[src/rtl/anillo_barrido_teclado.sv]
// Ring-counter keypad scanner: one active row per tick, freezes on a hit, debounces press and release.
// Columns go through a 2-flop synchroniser; no backpressure, key_valid is a single-cycle pulse.
module anillo_barrido_teclado #(
   parameter int N_FILAS   = 4,
   parameter int N_COLS    = 4,
   parameter int TICK_DIV  = 1000,
   parameter int DEB_TICKS = 4,
   parameter int ACT_LOW   = 0,
   localparam int RW = (N_FILAS > 1) ? $clog2(N_FILAS) : 1,
   localparam int CW = (N_COLS > 1) ? $clog2(N_COLS) : 1
) (
   input  logic               clk,
   input  logic               rst,
   input  logic               en,
   input  logic [N_COLS-1:0]  col,
   output logic [N_FILAS-1:0] fila,
   output logic               key_valid,
   output logic [RW+CW-1:0]   key_code,
   output logic               busy
);

   localparam int TW = (TICK_DIV > 1) ? $clog2(TICK_DIV) : 1;
   localparam int DW = $clog2(DEB_TICKS + 2);
   localparam logic [TW-1:0]      TICK_LAST = TW'(TICK_DIV - 1);
   localparam logic [DW-1:0]      DEB_LAST  = DW'(DEB_TICKS - 1);
   localparam logic               ACT_LVL   = (ACT_LOW != 0);
   localparam logic [N_COLS-1:0]  COL_IDLE  = {N_COLS{ACT_LVL}};
   localparam logic [N_FILAS-1:0] RING_RST  = N_FILAS'(1);

   typedef enum logic [1:0] {SCAN, DEBOUNCE, PRESSED, RELEASE} estado_t;

   estado_t             state_q, state_d;
   logic [N_COLS-1:0]   sync1_q, sync1_d, sync2_q, sync2_d;
   logic [N_COLS-1:0]   snap_q, snap_d;
   logic [N_COLS-1:0]   col_s;
   logic [TW-1:0]       cnt_q, cnt_d;
   logic                tick;
   logic [N_FILAS-1:0]  ring_q, ring_d;
   logic [RW-1:0]       row_q, row_d;
   logic [DW-1:0]       deb_q, deb_d, rel_q, rel_d;
   logic                key_valid_q, key_valid_d;
   logic                busy_q, busy_d;
   logic [RW+CW-1:0]    key_code_q, key_code_d;
   logic [CW-1:0]       low_idx;

   assign col_s = sync2_q ^ COL_IDLE;

   // Descending sweep so the lowest set column is the last one written.
   always_comb begin
      low_idx = '0;
      for (int i = N_COLS - 1; i >= 0; i--) begin
         if (snap_q[i]) low_idx = CW'(i);
      end
   end

   always_comb begin
      sync1_d    = col;
      sync2_d    = sync1_q;
      state_d    = state_q;
      ring_d     = ring_q;
      row_d      = row_q;
      snap_d     = snap_q;
      deb_d      = deb_q;
      rel_d      = rel_q;
      key_code_d = key_code_q;

      tick  = en && (cnt_q == TICK_LAST);
      cnt_d = cnt_q;
      if (en) cnt_d = tick ? '0 : cnt_q + TW'(1);

      case (state_q)
         SCAN: begin
            if (tick) begin
               if (col_s == '0) begin
                  ring_d = {ring_q[N_FILAS-2:0], ring_q[N_FILAS-1]};
                  row_d  = (row_q == RW'(N_FILAS - 1)) ? '0 : row_q + RW'(1);
               end else begin
                  snap_d  = col_s;
                  deb_d   = DW'(1);
                  state_d = DEBOUNCE;
               end
            end
         end
         DEBOUNCE: begin
            // A changed pattern drops back to SCAN without rotating, so the row is re-sampled.
            if (tick) begin
               if (col_s == snap_q) begin
                  if (deb_q >= DEB_LAST) begin
                     state_d    = PRESSED;
                     key_code_d = {row_q, low_idx};
                  end else begin
                     deb_d = deb_q + DW'(1);
                  end
               end else begin
                  state_d = SCAN;
               end
            end
         end
         PRESSED: begin
            state_d = RELEASE;
            rel_d   = '0;
         end
         default: begin
            if (tick) begin
               if (col_s == '0) begin
                  if (rel_q >= DEB_LAST) begin
                     state_d = SCAN;
                     rel_d   = '0;
                  end else begin
                     rel_d = rel_q + DW'(1);
                  end
               end else begin
                  rel_d = '0;
               end
            end
         end
      endcase

      key_valid_d = (state_d == PRESSED);
      busy_d      = (state_d != SCAN);
   end

   always_ff @(posedge clk) begin
      if (rst) begin
         sync1_q     <= COL_IDLE;
         sync2_q     <= COL_IDLE;
         cnt_q       <= '0;
         state_q     <= SCAN;
         ring_q      <= RING_RST;
         row_q       <= '0;
         snap_q      <= '0;
         deb_q       <= '0;
         rel_q       <= '0;
         key_valid_q <= 1'b0;
         key_code_q  <= '0;
         busy_q      <= 1'b0;
      end else begin
         sync1_q     <= sync1_d;
         sync2_q     <= sync2_d;
         cnt_q       <= cnt_d;
         state_q     <= state_d;
         ring_q      <= ring_d;
         row_q       <= row_d;
         snap_q      <= snap_d;
         deb_q       <= deb_d;
         rel_q       <= rel_d;
         key_valid_q <= key_valid_d;
         key_code_q  <= key_code_d;
         busy_q      <= busy_d;
      end
   end

   assign fila      = ring_q ^ {N_FILAS{ACT_LVL}};
   assign key_valid = key_valid_q;
   assign key_code  = key_code_q;
   assign busy      = busy_q;

endmodule

[config.mk]
export PLATFORM = sky130hd
export DESIGN_NAME = anillo_barrido_teclado
export DESIGN_NICKNAME = d
export VERILOG_FILES = /design/src/rtl/anillo_barrido_teclado.sv
export SDC_FILE = /design/constraint.sdc
export NUM_CORES = 1
export LEC_CHECK = 0
export CORE_MARGIN = 2
export CORE_UTILIZATION = 30
export DETAILED_ROUTE_END_ITERATION = 10
export PLACE_DENSITY = 0.54
export RECOVER_POWER = 100
export SLEW_MARGIN = 5
export SYNTH_ARGS = -nofsm -noshare
export SYNTH_HDL_FRONTEND = slang
export SYNTH_SLANG_ARGS = --single-unit
[constraint.sdc]
create_clock -name clk -period 2.7 [get_ports clk]
set_input_delay 0.27 -clock clk [delete_from_list [all_inputs] [get_ports clk]]
set_output_delay 0.27 -clock clk [all_outputs]
set_load 0.03 [all_outputs]
# After elaboration in Yosys (flattened, before gate mapping)
# Cells that the tools add are included.
# word_totals
reg_bits	42
inputBits	7
out_inout_bits	10
elab_cells	68
# classes
add_sub_neg	4
n_lt_le_gt_ge	2
eq_ne	11
muxes	25
bitwise	2
reduce_logical	12
# ops
operator	n
2-bit 2-to-1 mux	13
3-bit 2-to-1 mux	8
3-bit case mux with 2 select lines	2
10-bit by 1-bit adder with 10-bit output (second input constant)	1
10-bit equality test (second input constant)	1
10-bit 2-to-1 mux	1
2-bit inequality test (second input constant)	5
3-bit by 1-bit adder with 3-bit output (second input constant)	2
2-bit equality test (second input constant)	3
3-bit by 2-bit greater-or-equal comparator with 1-bit output (second input constant)	2
2-bit case mux with 3 select lines	1
3-bit AND reduction	2
6-bit AND reduction	1
2-bit nonzero test	3
4-bit equality test	1
4-bit zero test	1
4-bit AND reduction	1
2-bit by 1-bit adder with 2-bit output (second input constant)	1
2-bit by 1-bit equality test with 1-bit output (second input constant)	1
2-bit zero test	1
1-bit NOT	2
2-bit AND reduction	1
2-bit OR reduction	1
1-bit logical AND	1

# Logic depth before layout (Yosys ltp)
# Gate-level depths: netlist (run 1).
# depth
word_depth	6
mapped_depth	7
mapped_depth_nobuf	7

# Least setup slack after synthesis (run 1)
# Ideal clock, no wire load.
# synth_timing
kind	register -> register
start	register cnt_q[4]
end	register key_code_q[1], in the netlist key_code[1]
setup_time_ns	0.071
arrival_time_ns	2.356
required_time_ns	2.629
slack_ns	0.273
stages_incl_launch_ff	7
path_buffers	1
period_less_slack_ns	2.427
cell_sequence	dfxtp_1 -> or3b_4 -> or3_4 -> or4_4 -> buf_6 -> or4_1 -> a21oi_1
# synth_via
elab_chain_cells	3
# synth_rtl
element	line_no	source
from (decl)	36	logic [TW-1:0] cnt_q, cnt_d;
from (signal assigned)	140	cnt_q <= cnt_d;
10-bit equality test	67	tick = en && (cnt_q == TICK_LAST);
1-bit logical AND	67	
4-bit AND reduction (no source line)	n/a	
to (signal assigned)	148	key_code_q <= key_code_d;
to (decl)	43	logic [RW+CW-1:0] key_code_q, key_code_d;
# No other way between the ends.
# A chain may end at the register's enable or synchronous reset.

# Final worst setup path (run 1)
# Ends and elaborated chain as after synthesis.

==> metrics.txt, run 1 <==
part of the power in combinational logic 4.4%; Post-DP Area 2060 um^2; slew of the pin with the lowest slew margin 0.523 ns; Routed Antenna Nets 0; cells along the critical path or3b_4 -> or3_1 -> or4_1 -> or4_1 -> a21oi_1; max_slew headroom 64.8%; cell count after placement 284; Psw 249 uW; Setup Buffers After CTS 0; commonest non-fill, non-tap cells in the layout dfxtp_1 (42), nand2_1 (16), nor2_1 (15), a21oi_1 (15), dlygate4sd3_1 (11); initial antenna violation count 0; WL/cell 10.9 um; mean area per synthesized cell 9.16 um^2; Register Area 841 um^2; Synth Net Count 206; Max VDD drop 0.000332 V; Initial DRT Pass Iterations 5; clock sink total 42; register share of total power 58.5%; Fillers 614; area grow syn2layout 19.7%; Final Cycle Share 89.6%; Unique masters post-synth 34; RSZ-0062 raised after global routing false; CP startpoint kind flop; Longest Clk Path Bufs 2; clk_lat worst skew 0.29 ns; crit path time final 2.42 ns; Net Sw Frac 23.0%; clock transition at the registers of the reported paths 0.08 ns; Fin Setup TNS 0 ns; Yosys warnings 0; area of the multi-input gates 850 um^2; Total GRT Usage 11.4%; CORE AREA 5610 um^2; Hold Vio Cnt, Final 0; DRC viols 0; post-CTS resize count 0; DR vias 1371; WP data arrival 2.65 ns; TritonCTS Buffers 5; Yosys top cell by area dfxtp_1; max-slew violations 0; Internal Power 832 uW; worst path required time 2.93 ns; largest net degree at the start of global routing 15; first-pass GRT wire length 5730 um; status complete, no violations; Max FO, Critical Path 4; final setup vio count 0; Area contributors post-synth dfxtp_1 (48%), mux2i_1 (4.5%), a21oi_1 (4.2%); global placer's final weighted congestion 0.762; Iteration-0 DRC Markers 79; Clk network pwr share 37.1%; fin nets 232; Leakage 0.794 nW; fin util 37.8%; total die area 6520 um^2; Via-to-Cell Ratio 4.70; CP Class reg2reg; post-synthesis cell area 1770 um^2; Synth Instances 193; H-tree Lvls 2; share of cells above drive strength 1 6.36%; Rows 27; Post-Layout Cell Count 292; n_diodes 0; #FFs+latches synth 42; most common cell after layout, fill and taps aside dfxtp_1; DP HPWL 2410 um; CTS tree done; grt ovf 0; Max Cap Violations 0; vias in the first global route 1286; Ports 17; Port-buffer cells 16; critical path endpoint category flop; Die W 80.8 um; min-delay worst type reg2reg; P per Cell Area 510 nW/um^2; Yosys top cell area share 47.6%; CTS Root Cell clkbuf_8; FMAX 413 MHz; sequential-to-total area share from yosys stat 47.6%; final WL 3200 um; Most Frequent Cell on Critical Path or4_1; hold_buf cts 0; Die Ht 80.8 um; post-route cell area 2120 um^2; CP max-delay cell or4_1; effective utilization at floorplan 31.5%; skew final 0.00415 ns; Worst path max stage delay 0.57 ns
==> power by group through the flow <==
stage	logic, mW	clock network (mW)	registers, mW
global placement	0.0491	0	0.647
global route	0.0540	0.439	0.634
CTS	0.0498	0.421	0.632
detailed placement	0.0493	0	0.647
floorplan	0.0280	0	0.646
finish	0.0472	0.401	0.632
==> critical path: cells and delay by family, from the launching register on <==
family	cells	cell delay (ns)
and+or+nand+nor	4	1.89
DFF	1	0.34
AOI/OAI and AO/OA	1	0.14
==> state kept, by name, indices dropped and copies added (netlist names) <==
signal and flops:
cnt_q 10, col_s 4, fila 4, key_code 4, snap_q 4, sync1_q 4, deb_q 3, rel_q 3
row_q 2, state_q 2, busy 1, key_valid 1
==> per-layer routing <==
metal | routed length (um) | up-vias | track usage, %
li1 | - | 719 | -
met1 | 1580 | 631 | 14.5
met2 | 1450 | 17 | 17.9
met3 | 105 | 4 | 2.78
met4 | 60 | 0 | 6.10
met5 | 0 | - | 0
==> final timing paths <==
check / start / end / slack (ns) / cells past startpoint
worst min-delay path: sync1_q[1] / col_s[1] / 0.44 / 1
worst max-delay path: cnt_q[4] / key_code[1] / 0.28 / 5
worst max register to register: cnt_q[4] / key_code[1] / 0.28 / 5
worst min register to register: sync1_q[1] / col_s[1] / 0.44 / 1
==> area by class of cell <==
| type | count | area share (%) |
|---|---|---|
| Clock buffer | 5 | 3.25 |
| Clock inverter | 3 | 1.00 |
| Inverter | 8 | 1.42 |
| Sequential cell | 42 | 39.7 |
| Multi-Input combinational cell | 136 | 40.1 |
| Timing Repair Buffer | 26 | 10.2 |
| Tap cell | 72 | 4.26 |
==> cell usage after synthesis <==
cell and number:
nand4_1 5, nor3_1 7, a31oi_1 1, a211o_1 1
nor2b_1 8, nand2_1 16, a21oi_1 15, dfxtp_1 42
o211ai_1 1, and3_1 1, nor4_1 2, mux2i_1 8
o21ai_0 6, or4_4 1, or3_1 5, or3b_4 1
o21bai_1 1, ha_1 6, a211oi_1 2, nand3_1 9
xnor2_1 8, o311a_1 1, or3_4 1, nor3_2 1
nor2_1 15, buf_6 1, clkbuf_1 6, xor2_1 4
and2_1 1, o22a_1 1, nand2b_1 3, inv_1 8
or4_1 3, nand3b_1 2
==> stage by stage <==
step                setup WS [ns]  hold WS, ns  power [mW]
finish                      0.280        0.438        1.08
floorplan                   0.273        0.347       0.674
CTS                         0.309        0.441        1.10
global route                0.102        0.455        1.13
global placement            0.205        0.417       0.696
detailed placement          0.184        0.420       0.696
==> kinds of logic (layout without fill, tap and decap cells) <==
family | after synthesis | count (layout) | share of synthesized area [%]
AO/OA/AOI/OAI | 29 | 29 | 9.55
XOR/XNOR | 12 | 12 | 5.94
buffers and inverters | 15 | 42 | 3.61
adder cells (fa/ha/maj) | 6 | 6 | 4.25
AND/OR/NAND/NOR | 81 | 81 | 24.6
multiplexers | 8 | 8 | 4.53
flip-flops | 42 | 42 | 47.6
Power figures use the tool's default switching activity.
==> inputs of run 2 (changes only) <==
--- a/config.mk
+++ b/config.mk
@@ -8,7 +8,9 @@
 export CORE_MARGIN = 2
 export CORE_UTILIZATION = 30
 export DETAILED_ROUTE_END_ITERATION = 10
-export PLACE_DENSITY = 0.54
+export DONT_BUFFER_PORTS = 1
+export GPL_TIMING_DRIVEN = 0
+export PLACE_DENSITY = 0.51
 export RECOVER_POWER = 100
 export SLEW_MARGIN = 5
 export SYNTH_ARGS = -nofsm -noshare
==> run 2 against run 1 <==
Against the previous run:
- worst setup slack got worse by 0.17 ns
- sequential power barely moved
- fmax fell by 6.4%
- highest routed layer unchanged
==> metrics.txt, run 2 (synthesis results as in run 1) <==
Hold Vio Cnt, Final 0; FF-to-FF End key_code[1]; Total GRT Usage 11.6%; slew of the pin with the lowest slew margin 1.07 ns; Place WS 0.128 ns; largest net degree at the start of global routing 15; skew final 0.00277 ns; Via-to-Cell Ratio 4.85; min-delay worst type in2reg; CP startpoint kind flop; Psw 254 uW; CP startpoint cnt_q[1]; Design Power 1.26 mW; crit path time final 2.59 ns; Rows 27; share of cells above drive strength 1 6.97%; Max Cap Violations 0; status complete, no violations; Ports 17; setup ws final 0.114 ns; TritonCTS Buffers 5; part of the power in combinational logic 2.9%; Routed Antenna Nets 0; CTS tree done; clk_lat worst skew 0.29 ns; R2R Setup Slk 0.11 ns; final setup vio count 0; WP data arrival 2.81 ns; n_diodes 0; Fillers 627; hold_buf cts 0; Internal Power 1.01 mW; global placer's final weighted congestion 0.781; WL/cell 12.1 um; area grow syn2layout 13.0%; initial antenna violation count 0; critical path endpoint category flop; Max FO, Critical Path 8; cell count after placement 265; DRC viols 0; CTS Root Cell clkbuf_8; FMAX 387 MHz; CP Class reg2reg; clock transition at the registers of the reported paths 0.08 ns; fin nets 213; commonest non-fill, non-tap cells in the layout dfxtp_1 (41), nand2_1 (16), nor2_1 (15), a21oi_1 (15), nand3_1 (9); DP HPWL 2360 um; Largest register FFs 10; Fin Setup TNS 0 ns; Post-Layout Cell Count 273; final WL 3290 um; Max Used Layer met4; RSZ-0062 raised after global routing false; Crit Reg-Reg Startpoint cnt_q[1]; FF-to-FF path depth 7; CORE AREA 5610 um^2; Max VDD drop 0.000306 V; Die W 80.8 um; worst path required time 2.93 ns; max_slew headroom 28.0%; P per Cell Area 633 nW/um^2; register share of total power 50.0%; WL met3 81 um; max-slew violations 0; Die Ht 80.8 um; clock sink total 42; Net Sw Frac 20.1%; largest reg by FF count cnt_q; WL met2 1520 um; Longest Clk Path Bufs 2; effective utilization at floorplan 31.5%; Iteration-0 DRC Markers 98; total die area 6520 um^2; Clk network pwr share 47.1%; CP endpoint key_code[1]; wl on met1 1640 um; Leakage 0.717 nW; H-tree Lvls 2; vias in the first global route 1271; Initial DRT Pass Iterations 4; Port-buffer cells 0; Final Cycle Share 95.8%; most common cell after layout, fill and taps aside dfxtp_1; first-pass GRT wire length 5870 um; DR vias 1323; grt ovf 0
[run 2: changes by cell type in the layout (fill, tap and decap cells not counted), moves of 2 or more]
cell	previous run	this run
buf_4	4	0
clkdlybuf4s50_1	5	0
dlygate4sd3_1	11	0
bufinv_16	0	2
[run 2: per-layer routing]
| layer | vias to the layer above | global-route usage (%) |
|---|---|---|
| met5 | - | 0 |
| met4 | 0 | 5.08 |
| met3 | 5 | 2.78 |
| met2 | 16 | 18.5 |
| met1 | 617 | 15.0 |
| li1 | 685 | - |
[run 2: how the worst min path moves through the flow]
| stage | startpoint | to | slack (ns) | cells after the start |
|---|---|---|---|---|
| final | rst | state_q[1] | 0.05 | 1 |
| after global routing | rst | state_q[1] | 0.03 | 1 |
| after CTS | rst | state_q[1] | 0.03 | 1 |
| after detailed placement | rst | state_q[1] | 0.36 | 1 |
| after global placement | rst | state_q[1] | 0.35 | 1 |
| after floorplan | rst | state_q[1] | 0.35 | 1 |
[run 2: layout make-up]
| type | count | area, um^2 | area share (%) |
|---|---|---|---|
| Buffer | 7 | 33.8 | 1.69 |
| Multi-Input combinational cell | 136 | 863 | 43.2 |
| Inverter | 8 | 30.0 | 1.50 |
| Clock inverter | 3 | 68.8 | 3.45 |
| Clock buffer | 5 | 68.8 | 3.45 |
| Tap cell | 72 | 90.1 | 4.51 |
| Sequential cell | 42 | 842 | 42.2 |
[run 2: worst max-delay path, cell delays in order, from the launching register on]
cell and delay (ns):
dfxtp_1 0.37, ha_1 0.21, nand4_1 0.17, or3_4 0.44
or4_4 0.54, buf_6 0.15, or4_1 0.47, a21oi_1 0.15
[run 2: power by group through the flow]
stage | sequential, mW | combinational (mW) | clock (mW)
after global routing | 0.634 | 0.0420 | 0.641
after CTS | 0.632 | 0.0370 | 0.617
final | 0.633 | 0.0362 | 0.596
after floorplan | 0.646 | 0.0280 | 0
after global placement | 0.647 | 0.0365 | 0
after detailed placement | 0.647 | 0.0365 | 0
[run 2: what timing repair did]
item                                   4_1_cts  5_1_grt
endpoints found under the hold margin        0        0
setup buffers                                0        0
gates resized for setup                      0        1
setup endpoints to repair                    0        1
[run 2: stage by stage]
| step | utilization (%) | hold WS, ns | cell area (um^2) |
|---|---|---|---|
| after floorplan | - | 0.347 | 1770 |
| after global placement | 33.1 | 0.352 | 1860 |
| after detailed placement | 33.1 | 0.356 | 1860 |
| after CTS | 35.6 | 0.0313 | 2000 |
| after global routing | 35.6 | 0.0341 | 2000 |
| final | 35.6 | 0.0456 | 2000 |
